==> src/rtl/mdu_pkg.sv <==
// Shared encodings for the multiply/divide unit: opcodes and FSM states.
package mdu_pkg;
  typedef logic [1:0] state_t;

  localparam state_t S_IDLE = 2'd0;
  localparam state_t S_CALC = 2'd1;
  localparam state_t S_FIX  = 2'd2;
  localparam state_t S_DONE = 2'd3;

  localparam logic [1:0] OP_MULT  = 2'b00;
  localparam logic [1:0] OP_MULTU = 2'b01;
  localparam logic [1:0] OP_DIV   = 2'b10;
  localparam logic [1:0] OP_DIVU  = 2'b11;
endpackage

==> src/rtl/mdu_abs.sv <==
// Two's-complement conditional negate; used both for operand magnitudes and result sign fix-up.
module mdu_abs #(
  parameter int WIDTH = 32
) (
  input  logic [WIDTH-1:0] x,
  input  logic             neg,
  output logic [WIDTH-1:0] y
);
  assign y = neg ? ((~x) + WIDTH'(1)) : x;
endmodule

==> src/rtl/mul_div_unit.sv <==
// Iterative radix-2 multiply/divide unit with architectural HI/LO registers.
module mul_div_unit
  import mdu_pkg::*;
#(
  parameter int WIDTH     = 32,
  parameter bit SIGNED_EN = 1'b1
) (
  input  logic             clka,
  input  logic             rst,
  input  logic             start,
  input  logic [1:0]       op,
  input  logic [WIDTH-1:0] a,
  input  logic [WIDTH-1:0] b,
  input  logic             flush,
  input  logic             hi_we,
  input  logic             lo_we,
  input  logic [WIDTH-1:0] wdata,
  output logic             busy,
  output logic             stall_req,
  output logic             done,
  output logic [WIDTH-1:0] hi,
  output logic [WIDTH-1:0] lo
);
  localparam int CW = $clog2(WIDTH) + 1;

  state_t           state;
  logic [CW-1:0]    cnt;
  logic             is_div, sgn_a, sgn_b, dz;
  logic [WIDTH-1:0] acc, q, mb;

  logic             signed_op, idle_or_done, accept;
  logic [WIDTH-1:0] mag_a, mag_b;

  assign signed_op    = SIGNED_EN && !op[0];
  assign idle_or_done = (state == S_IDLE) || (state == S_DONE);
  assign accept       = idle_or_done && start && !flush;
  assign busy         = (state == S_CALC) || (state == S_FIX);
  assign done         = (state == S_DONE);
  assign stall_req    = rst & (busy | (start & idle_or_done & ~flush));

  mdu_abs #(.WIDTH(WIDTH)) u_abs_a (.x(a), .neg(signed_op & a[WIDTH-1]), .y(mag_a));
  mdu_abs #(.WIDTH(WIDTH)) u_abs_b (.x(b), .neg(signed_op & b[WIDTH-1]), .y(mag_b));

  // acc holds the running upper product / partial remainder; q the lower product / quotient
  logic [WIDTH:0] m_sum, d_sh, d_diff;
  always_comb begin
    m_sum  = {1'b0, acc} + (q[0] ? {1'b0, mb} : '0);
    d_sh   = {acc, q[WIDTH-1]};
    d_diff = d_sh - {1'b0, mb};
  end

  logic [2*WIDTH-1:0] prod;
  logic [WIDTH-1:0]   quo, rem, res_hi, res_lo;

  mdu_abs #(.WIDTH(2*WIDTH)) u_abs_p (.x({acc, q}), .neg(sgn_a ^ sgn_b), .y(prod));
  mdu_abs #(.WIDTH(WIDTH))   u_abs_q (.x(q),        .neg(sgn_a ^ sgn_b), .y(quo));
  mdu_abs #(.WIDTH(WIDTH))   u_abs_r (.x(acc),      .neg(sgn_a),         .y(rem));

  // Divide by zero: the remainder path already restores a, only the quotient is forced
  assign res_hi = is_div ? rem : prod[2*WIDTH-1:WIDTH];
  assign res_lo = is_div ? (dz ? '1 : quo) : prod[WIDTH-1:0];

  always_ff @(posedge clka or negedge rst) begin
    if (!rst) begin
      state  <= S_IDLE;
      cnt    <= '0;
      is_div <= 1'b0;
      sgn_a  <= 1'b0;
      sgn_b  <= 1'b0;
      dz     <= 1'b0;
      acc    <= '0;
      q      <= '0;
      mb     <= '0;
      hi     <= '0;
      lo     <= '0;
    end else begin
      if (flush) state <= S_IDLE;
      else begin
        case (state)
          S_IDLE, S_DONE: state <= start ? S_CALC : S_IDLE;
          S_CALC:         if (cnt == CW'(WIDTH-1)) state <= S_FIX;
          default:        state <= S_DONE;
        endcase
      end

      if (accept) begin
        is_div <= op[1];
        sgn_a  <= signed_op & a[WIDTH-1];
        sgn_b  <= signed_op & b[WIDTH-1];
        dz     <= (b == '0);
        mb     <= mag_b;
        acc    <= '0;
        q      <= mag_a;
        cnt    <= '0;
      end else if (state == S_CALC) begin
        cnt <= cnt + CW'(1);
        if (is_div) begin
          acc <= d_diff[WIDTH] ? d_sh[WIDTH-1:0] : d_diff[WIDTH-1:0];
          q   <= {q[WIDTH-2:0], ~d_diff[WIDTH]};
        end else begin
          acc <= m_sum[WIDTH:1];
          q   <= {m_sum[0], q[WIDTH-1:1]};
        end
      end

      if (state == S_FIX) begin
        if (!flush) begin
          hi <= res_hi;
          lo <= res_lo;
        end
      end else if (idle_or_done) begin
        if (hi_we) hi <= wdata;
        if (lo_we) lo <= wdata;
      end
    end
  end
endmodule

==> config.mk <==
export PLATFORM = sky130hd
export DESIGN_NAME = mul_div_unit
export DESIGN_NICKNAME = d
export VERILOG_FILES = /design/src/rtl/mdu_pkg.sv /design/src/rtl/mdu_abs.sv /design/src/rtl/mul_div_unit.sv
export SDC_FILE = /design/constraint.sdc
export NUM_CORES = 1
export LEC_CHECK = 0
export BUFFER_PORTS_ARGS = -buffer_cell sky130_fd_sc_hd__buf_2
export CORE_UTILIZATION = 50
export CTS_CLUSTER_SIZE = 28
export DETAILED_ROUTE_END_ITERATION = 7
export GPL_TIMING_DRIVEN = 0
export PLACE_DENSITY = 0.72
export SLEW_MARGIN = 30
export SYNTH_ARGS = -nofsm -noshare
export SYNTH_HDL_FRONTEND = slang
export SYNTH_SLANG_ARGS = --single-unit
==> constraint.sdc <==
create_clock -name clka -period 4.25 [get_ports clka]
set_clock_uncertainty 0.2 [all_clocks]
set_input_delay 0.2125 -clock clka [delete_from_list [all_inputs] [get_ports clka]]
set_output_delay 0.2125 -clock clka [all_outputs]
set_load 0.005 [all_outputs]
==> results_dict.tcl, run 1 <==
set metrics [dict create \
    status "finished with violations" \
    violations "negative setup slack" \
    path_buf_inv 3 \
    postRouteAntennaNets 0 \
    internal_power_mw 7.29 \
    min_period_ps 4280 \
    hold_class "in2reg" \
    clockBufferDepth 2 \
    final_util_pct 61.5 \
    path_cells "inv_1, ha_1, fa_1, nor2b_1, o31ai_2, a31oi_1, o21ai_1, a21oi_1, or3_1, buf_2, clkbuf_4, nor2_1, a221oi_1, o21ai_0" \
    r2r_start "q[31]$_DFFE_PN0P_" \
    r2r_cells 14 \
    clk_pin_slew_ps 80 \
    ys_seq_elements 172 \
    power_frac_clock_pct 10.3 \
    fin_ws_ps -25.8 \
    p_per_area_nw_per_um2 897 \
    synthArstFlopShare_pct 100 \
    synth_top_area_cell "dfrtp_1" \
    p_sw_share_pct 54.1 \
    numCtsBuffers 17 \
    max-vdd-ir-drop_uv 412 \
    end_kind "flip-flop" \
    h-tree-depth 4 \
    cts-root-buf "clkbuf_16" \
    synth_area_leaders "dfrtp_1 (29%), o21ai_0 (7.7%), ha_1 (6.1%), nand2_1 (5.6%), xnor2_1 (5.4%)" \
    first_pass_iters 6 \
    clock_sinks 172 \
    portBuffers 170 \
    grt_pass1_vias 14829 \
    synthCells 1859 \
    required_ps 4360 \
    fp-row-count 62 \
    syn_area_um2 14700 \
    area_growth_pct 20.7 \
    maxSlewHeadroom_pct 36.8 \
    ys_types 86 \
    critPathMaxFanout 10 \
    rsz0062_at_grt "no" \
    core_um2 28800 \
    antenna_found_initial 1 \
    drc 0 \
    gp_congestion 1.00 \
    path_depth 14 \
    synth_seq_area_share_pct 29.3 \
    seqPwrFrac_pct 21.6 \
    worst_slew_pin_slew_ps 939 \
    vias 15826 \
    path_class "reg2reg" \
    synthFlopType "dfrtp_1" \
    leakagePower_nw 7.83 \
    clock.fmax_mhz 234 \
    slowest_delay_ps 490 \
    overflow 0 \
    grt_usage_pct 35.9 \
    cap_violations 0 \
    start_kind "flip-flop" \
    vias_per_cell 6.20 \
    finalSetupViolations 1 \
    slew_viol_final 0 \
    placedCellCount 2415 \
    startpoint "q[31]$_DFFE_PN0P_" \
    synth_edf_count 0 \
    die_h_um 173 \
    finalNonFillerCells 2552 \
    grt_first_pass_wirelength_um 83800 \
    worstHoldStart "a[1]" \
    cts_tree "done" \
    drt_iter0_drc 1645 \
    num_io_pins 171 \
    switching_power_mw 8.59 \
    grt_max_degree 85 \
    nNetsFinal 2331 \
    synth_top_area_share_pct 29.3 \
    dp.final_hpwl_um 41100 \
    avgSynthCellArea_um2 7.89 \
    cts_setup_buffers 0 \
    syn_nets 2037 \
    hold_violations 0 \
    min_path_cells 5 \
    wl_per_cell_um 21.3 \
    synth_most_common_cell "o21ai_0" \
    slowest_stage "dfrtp_2" \
    initial_core_util_pct 51.0 \
    layout-drive-gt1-share_pct 12.1 \
    wirelength_um 54400 \
    die_w_um 173 \
    ys_warn_count 0 \
    power_frac_comb_pct 68.1 \
    finalCritPeriodShare_pct 101 \
    die_area_um2 30000 \
    yosys-top-cells-count "o21ai_0 (226), nand2_1 (219), dfrtp_1 (172)" \
    fin_tns_setup_ps -25.8 \
    worst_ep_arrival_time_ps 4390 \
    crit_family "compound AO/OA/AOI/OAI gates" \
    insertion_delay_ps 450 \
]
routing by layer:
layer / routed length [um] / track usage [%]
met3: 4970 / 6.67
met2: 23800 / 55.0
met5: 0 / 0
met4: 1970 / 12.6
met1: 23600 / 50.5
worst min-delay path, stage by stage:
cell	delay [ps]
buf_2	110
inv_1	60
nor2_1	40
a21oi_1	100
o21ai_0	80
registers in the layout (all words and copies together) (netlist names):
signal / count
is_div: 1
lo: 32
q: 32
acc: 32
cnt: 6
hi: 32
dz: 1
sgn_a: 1
state: 2
mb: 32
sgn_b: 1
per-stage QoR:
| step | area, um2 | total power [mW] | hold slack, ps | setup slack, ps |
|---|---|---|---|---|
| floorplan | 14700 | 10.4 | -283 | 960 |
| global placement | 16000 | 13.6 | 216 | -46.5 |
| detailed placement | 16100 | 13.8 | -143 | 44.4 |
| CTS | 17700 | 15.5 | 13.7 | 8.86 |
| global route | 17700 | 16.9 | 95.3 | 45.6 |
| finish | 17700 | 15.9 | 1.71 | -25.8 |
logic make-up (layout without fill, tap and decap cells):
kind of cell / Yosys count / count (layout) / synth area share [%]
simple gates: 585 / 585 / 19.3
xor+xnor: 175 / 175 / 10.4
other cells: 0 / 2 / 0
compound gates: 611 / 611 / 25.2
mux: 63 / 63 / 4.35
buf+inv: 179 / 486 / 4.94
fa+ha+maj: 74 / 74 / 6.41
flops: 172 / 172 / 29.3
cell type report:
class	instances	area, um2
timing repair buffer	275	1950
antenna	2	5.00
sequential	172	4310
clock inverter	15	170
buffer	111	477
inverter	68	255
fill	2559	11100
tap	384	480
clock buffer	17	425
multi-input combinational	1508	9650
final timing paths:
path | to | slack [ps]
hold reg to reg | hi[26]$_DFFE_PN0P_ | 280
setup / recovery | acc[20]$_DFFE_PN0P_ | -30
max in group asynchronous | q[19]$_DFFE_PN0P_ | 2510
min in group asynchronous | q[8]$_DFFE_PN0P_ | 140
setup reg to reg | acc[20]$_DFFE_PN0P_ | -30
hold / removal | q[1]$_DFFE_PN0P_ | 2
power groups by stage:
stage | sequential (mW) | clock (mW) | combinational (mW)
after detailed placement | 3.40 | 0 | 10.4
after global routing | 3.51 | 1.68 | 11.7
final | 3.44 | 1.63 | 10.8
after floorplan | 3.07 | 0 | 7.35
after CTS | 3.38 | 1.63 | 10.5
after global placement | 3.38 | 0 | 10.2
placed cells by master (no fill, tap or decap), types with 12 or more instances in the layout:
master         count
dfrtp_1          171
nand2_1          219
clkbuf_1          78
inv_1             67
dlygate4sd3_1    103
ha_1              72
buf_2            177
o211ai_1          43
mux2i_1           57
or4_1             12
o21ai_0          226
xor2_1            84
a21oi_1          151
o22ai_1           36
nand4_1           16
nand2b_1          23
clkbuf_16         17
nor2_1           152
xnor2_1           91
a21o_1            28
or3_1             17
nand3_1           16
a31oi_1           15
nor3_1            36
and2_1            15
nor4_1            18
what timing repair did:
| item | CTS | global route |
|---|---|---|
| endpoints found under the setup margin | 0 | 19 |
| resized for setup | 0 | 12 |
| hold buffers | 103 | 0 |
| hold endpoints to repair | 296 | 0 |
No activity file was read; power rests on OpenSTA's default activity.
==> inputs of run 2 (changes only) <==
--- a/config.mk
+++ b/config.mk
@@ -10,7 +10,7 @@
 export CTS_CLUSTER_SIZE = 28
 export DETAILED_ROUTE_END_ITERATION = 7
 export GPL_TIMING_DRIVEN = 0
-export PLACE_DENSITY = 0.72
+export PLACE_DENSITY_LB_ADDON = 0.2
 export SLEW_MARGIN = 30
 export SYNTH_ARGS = -nofsm -noshare
 export SYNTH_HDL_FRONTEND = slang
==> run 2 against run 1 <==
Net effect: the flow now finishes without violations; total power decreased by 0.29%; design area about the same; via count fell by 0.47%; first-iteration DRC count increased by 2.4%; register-to-register slack better by 80 ps; worst setup slack better by 79 ps; critical path depth decreased by 1; global-route usage is 0.090 points lower; clock power barely moved; sequential share of layout area is essentially flat; final cell count did not move; non-clock buffer count did not move.
==> results_dict.tcl, run 2 (synthesized netlist as in run 1, its figures left out) <==
set metrics [dict create \
    fin_tns_setup_ps 0 \
    finalCritPeriodShare_pct 98.8 \
    clock.fmax_mhz 238 \
    worstReg2RegEnd "acc[28]$_DFFE_PN0P_" \
    max-vdd-ir-drop_uv 418 \
    min_period_ps 4200 \
    h-tree-depth 4 \
    worst_ep_arrival_time_ps 4330 \
    die_area_um2 30000 \
    final_util_pct 61.5 \
    layout-drive-gt1-share_pct 12.0 \
    r2r_cells 13 \
    path_cells "inv_1, clkbuf_1, nor2_1, ha_1, a21oi_1, o21ai_0, or4_1, a22oi_1, a21oi_1, o221ai_1, o22ai_1, xor2_1, a221o_1" \
    die_w_um 173 \
    dp.final_hpwl_um 40900 \
    min_to "mb[3]$_DFFE_PN0P_" \
    vias 15751 \
    clockBufferDepth 2 \
    overflow 0 \
    dr.max_layer_used "met4" \
    portBuffers 170 \
    status "complete, no violations" \
    finalNonFillerCells 2552 \
    slowest_delay_ps 550 \
    cts_tree "done" \
    wl_met2_um 23800 \
    hold_class "in2reg" \
    wirelength_um 53600 \
    initial_core_util_pct 51.0 \
    crit_top_cell "a21oi_1" \
    dr_wl_met3_um 4660 \
    num_io_pins 171 \
    worstHoldStart "b[1]" \
    worst_slew_pin_slew_ps 928 \
    nNetsFinal 2331 \
    final-seq-area_um2 4310 \
    insertion_delay_ps 460 \
    grt_first_pass_wirelength_um 83700 \
    final_common_cell "o21ai_0" \
    path_class "reg2reg" \
    min_path_cells 4 \
    wl_per_cell_um 21.0 \
    finalSetupViolations 0 \
    die_h_um 173 \
    end_kind "flip-flop" \
    leakagePower_nw 7.82 \
    cts-root-buf "clkbuf_16" \
    fp-row-count 62 \
    core_um2 28800 \
    rsz0062_at_grt "yes" \
    first_pass_iters 5 \
    critPathMaxFanout 10 \
    p_per_area_nw_per_um2 895 \
    fillCellCount 2687 \
    slew_viol_final 0 \
    r2r_start "q[0]$_DFFE_PN0P_" \
    area_growth_pct 20.6 \
    hold_violations 0 \
    r2r_setup_slack_ps 50 \
    gp_congestion 0.966 \
    grt_max_degree 82 \
    numCtsBuffers 17 \
    maxSlewHeadroom_pct 37.7 \
    multiInputGateArea_um2 9650 \
    clk_pin_slew_ps 80 \
    drc 0 \
    grt_pass1_vias 14841 \
    clock_sinks 172 \
    cap_violations 0 \
    start_kind "flip-flop" \
    drt_iter0_drc 1684 \
    placedCellCount 2415 \
    postRouteAntennaNets 0 \
    final_cell_mix "o21ai_0 (225), nand2_1 (219), buf_2 (178), dfrtp_1 (171), nor2_1 (152)" \
    antenna_found_initial 2 \
    vias_per_cell 6.17 \
    total_power_mw 15.8 \
    required_ps 4390 \
    cts_setup_buffers 0 \
    met1_length_um 23400 \
    grt_usage_pct 35.8 \
    slowest_stage "dfrtp_1" \
]
run 2: changes by cell type in the layout (fill, tap and decap cells not counted), moves of 2 or more:
cell and delta:
clkbuf_2 -2, inv_6 +3, clkinv_2 +2, clkbuf_1 +2, inv_8 -2
run 2: area by class of cell:
cell class	instances	share of cell area, %
tap	384	2.72
clock buffer	17	2.40
sequential	172	24.3
clock inverter	15	0.856
inverter	68	1.44
buffer	111	2.67
timing repair buffer	275	11.0
multi-input combinational	1508	54.6
antenna	2	0.0283
run 2: report_power, final:
| part | internal (mW) | switching (mW) | total, mW |
|---|---|---|---|
| Combinational | 4.07 | 6.75 | 10.8 |
| Clock | 0.783 | 0.814 | 1.60 |
| Sequential | 2.43 | 0.991 | 3.42 |
| Total | 7.28 | 8.56 | 15.8 |
run 2: critical path: cells and delay by family (launching register included):
kind	cells	cell delay [ps]
buffers and inverters	2	700
XOR/XNOR	1	210
AO/OA/AOI/OAI	7	1560
adder cells (fa/ha/maj)	1	360
flip-flops	1	550
AND/OR/NAND/NOR	2	510
run 2: worst max-delay path by stage:
stage	to	start	cells past startpoint	slack, ps
6_report	acc[28]$_DFFE_PN0P_	q[0]$_DFFE_PN0P_	13	50
3_3_place_gp	mb[20]$_DFFE_PN0P_	rst	1	-100
5_1_grt	acc[28]$_DFFE_PN0P_	q[0]$_DFFE_PN0P_	13	-140
3_5_place_dp	acc[27]$_DFFE_PN0P_	q[0]$_DFFE_PN0P_	13	-50
4_1_cts	acc[30]$_DFFE_PN0P_	q[31]$_DFFE_PN0P_	14	70
2_1_floorplan	acc[28]$_DFFE_PN0P_	q[0]$_DFFE_PN0P_	13	960
run 2: per-layer routing:
metal	vias to the layer above	GRT usage (%)
li1	7272	-
met1	7608	51.0
met2	764	55.1
met3	107	5.42
met4	0	12.6
met5	-	0
run 2: through the flow:
step	cell area, um2	worst slack, ps	hold WS (ps)
5_1_grt	17700	-139	38.3
6_report	17700	53.0	25.7
2_1_floorplan	14700	960	-283
3_5_place_dp	16100	-51.2	-77.3
4_1_cts	17700	66.0	6.76
3_3_place_gp	16000	-99.2	257
run 2: timing repair:
action                                 CTS  global route
setup endpoints to repair                2            27
endpoints found under the hold margin  215             0
gates resized for setup                  1             7
hold buffers                           103             0
==> inputs of run 3 (changes only) <==
--- a/config.mk
+++ b/config.mk
@@ -5,6 +5,7 @@
 export SDC_FILE = /design/constraint.sdc
 export NUM_CORES = 1
 export LEC_CHECK = 0
+export ABC_AREA = 1
 export BUFFER_PORTS_ARGS = -buffer_cell sky130_fd_sc_hd__buf_2
 export CORE_UTILIZATION = 50
 export CTS_CLUSTER_SIZE = 28
==> run 3 against run 2 <==
Net effect: clock power up 4%; critical path depth up 2; core utilization down 2.2 points; synthesized cell count up 64%; hold slack worse by 13 ps; wire length up 45%; global-route usage up 6.0 points; critical endpoint is now q[0]$_DFFE_PN0P_; largest cell class unchanged.
==> results_dict.tcl, run 3 <==
set metrics [dict create \
    status "complete, no violations" \
    clock.fmax_mhz 294 \
    grt_max_degree 82 \
    internal_power_mw 6.99 \
    die_h_um 192 \
    worst_ep_arrival_time_ps 3560 \
    vias 21803 \
    drt_iter0_drc 2665 \
    synth_most_common_cell "nand2_1" \
    initial_core_util_pct 50.7 \
    antenna_found_initial 1 \
    slew_viol_final 0 \
    maxSlewHeadroom_pct 36.9 \
    start_kind "flip-flop" \
    max-vdd-ir-drop_uv 432 \
    grt_pass1_vias 19498 \
    wl_per_cell_um 20.4 \
    synth_compound_area_share_pct 15.3 \
    synth_xor_area_share_pct 3.50 \
    r2r_start "acc[0]$_DFFE_PN0P_" \
    grt_first_pass_wirelength_um 114000 \
    ys_types 55 \
    clk_pin_slew_ps 80 \
    dp.final_hpwl_um 61800 \
    leakagePower_nw 11.1 \
    critPathMaxFanout 10 \
    r2r_setup_slack_ps 840 \
    finalNonFillerCells 3808 \
    wirelength_um 77700 \
    cap_violations 0 \
    required_ps 4400 \
    synth_top_family_by_area "simple AND/OR/NAND/NOR gates" \
    min_period_ps 3410 \
    grt_usage_pct 41.8 \
    switching_power_mw 10.2 \
    rsz0062_at_grt "no" \
    ys_seq_elements 172 \
    cts_resized 0 \
    die_area_um2 36800 \
    power_frac_clock_pct 9.7 \
    path_class "reg2reg" \
    core_um2 35500 \
    numCtsBuffers 17 \
    first_pass_iters 6 \
    fin_tns_setup_ps 0 \
    end_kind "flip-flop" \
    synth_adder_area_share_pct 5.23 \
    finalCritPeriodShare_pct 80.1 \
    final_cell_mix "nand2_1 (940), inv_1 (426), nor2_1 (357), o21ai_0 (210), a21oi_1 (201)" \
    gp_congestion 1.04 \
    p_per_area_nw_per_um2 817 \
    r2r_cells 15 \
    synth_seq_area_share_pct 23.9 \
    syn_area_um2 18000 \
    drc 0 \
    worstReg2RegEnd "q[0]$_DFFE_PN0P_" \
    die_w_um 192 \
    synth_area_leaders "dfrtp_1 (24%), nand2_1 (20%), inv_1 (8.9%), nor2_1 (7.4%), o21ai_0 (5.8%)" \
    worst_slew_pin_slew_ps 947 \
    finalSetupViolations 0 \
    cts-root-buf "clkbuf_16" \
    hold_violations 0 \
    area_growth_pct 16.9 \
    portBuffers 170 \
    ys_warn_count 0 \
    synth_top_area_cell "dfrtp_1" \
    final_common_cell "nand2_1" \
    muxShareOfSynthArea_pct 0 \
    clockBufferDepth 2 \
    insertion_delay_ps 480 \
    vias_per_cell 5.73 \
    nNetsFinal 3511 \
    power_frac_comb_pct 69.4 \
    hold_class "in2async" \
    fp-row-count 69 \
    h-tree-depth 4 \
    avgSynthCellArea_um2 5.91 \
    num_io_pins 171 \
    synthArstFlopShare_pct 100 \
    seqPwrFrac_pct 20.9 \
    synth_top_area_share_pct 23.9 \
    synthCells 3049 \
    overflow 0 \
    cts_tree "done" \
    clock_sinks 172 \
    placedCellCount 3682 \
    synth_edf_count 0 \
    syn_nets 3227 \
    layout-drive-gt1-share_pct 10.7 \
    synthFlopType "dfrtp_1" \
    yosys-top-cells-count "nand2_1 (940), inv_1 (426), nor2_1 (357)" \
    synth-simple-area-share_pct 40.3 \
    fillCellCount 3491 \
    postRouteAntennaNets 0 \
    p_sw_share_pct 59.3 \
]
## run 3: power groups by stage
stage | logic (mW) | registers (mW) | clock network, mW
2_1_floorplan | 7.88 | 3.02 | 0
3_3_place_gp | 11.2 | 3.49 | 0
3_5_place_dp | 11.4 | 3.51 | 0
4_1_cts | 11.5 | 3.48 | 1.66
5_1_grt | 13.0 | 3.61 | 1.72
6_report | 11.9 | 3.59 | 1.67
## run 3: logic make-up after synthesis
family	count (synthesis)
AOI/OAI and AO/OA	507
xor gates and xnor gates	72
adders and majority gates	74
buffers and inverters	534
DFF	172
and+or+nand+nor	1690
## run 3: worst max path at each step
stage / depth (start not counted) / start / slack [ps] / end
finish: 15 / acc[0]$_DFFE_PN0P_ / 840 / q[0]$_DFFE_PN0P_
global route: 17 / acc[0]$_DFFE_PN0P_ / 670 / acc[29]$_DFFE_PN0P_
CTS: 17 / q[31]$_DFFE_PN0P_ / 950 / q[0]$_DFFE_PN0P_
detailed placement: 17 / q[31]$_DFFE_PN0P_ / 980 / q[0]$_DFFE_PN0P_
global placement: 1 / rst / -40 / mb[21]$_DFFE_PN0P_
floorplan: 19 / q[31]$_DFFE_PN0P_ / 1690 / acc[22]$_DFFE_PN0P_
## run 3: layer usage
| metal | GRT usage [%] | up-vias | part of all wire [%] |
|---|---|---|---|
| li1 | - | 10277 | - |
| met1 | 60.0 | 10043 | 44 |
| met2 | 60.5 | 1322 | 41 |
| met3 | 10.4 | 159 | 12 |
| met4 | 13.7 | 2 | 3.2 |
| met5 | 0 | - | 0.017 |
## run 3: area by class of cell
type                    instances  area [um2]  share of cell area (%)
multi-input cells            2343       11600                    55.0
flip-flops and latches        172        4300                    20.4
repair buffers                265        1850                    8.77
inverters                     436        1640                    7.78
well taps                     461         577                    2.74
plain buffers                  98         482                    2.29
clock buffers                  17         425                    2.02
clock inverters                15         194                   0.921
diodes                          1        2.50                  0.0119
## run 3: worst max-delay path, cell delays in order, from the launching register on
cell and delay [ps]:
dfrtp_1 570, inv_1 270, fa_1 620, inv_1 160, nand3_1 90, nand2_2 120, nand2_2 70, nand2_4 80
nand2_2 60, nand2_4 100, nand2_4 70, nand3_1 100, nand2_2 130, buf_6 170, nor2_1 340, o21bai_1 120
## run 3: per-stage QoR
stage	util (%)	hold WS, ps	area, um2	setup slack [ps]	power (mW)
after global routing	59.3	36.8	21000	675	18.4
after CTS	59.3	3.13	21000	953	16.7
after global placement	54.8	257	19400	-44.5	14.7
after detailed placement	54.9	-96.0	19500	978	14.9
after floorplan	-	-283	18000	1690	10.9
final	59.3	13.1	21100	844	17.2
## run 3: repair_timing
item | 4_1_cts | 5_1_grt
setup buffers | 0 | 0
hold endpoints to repair | 291 | 0
hold buffers | 93 | 0
endpoints found under the setup margin | 0 | 0
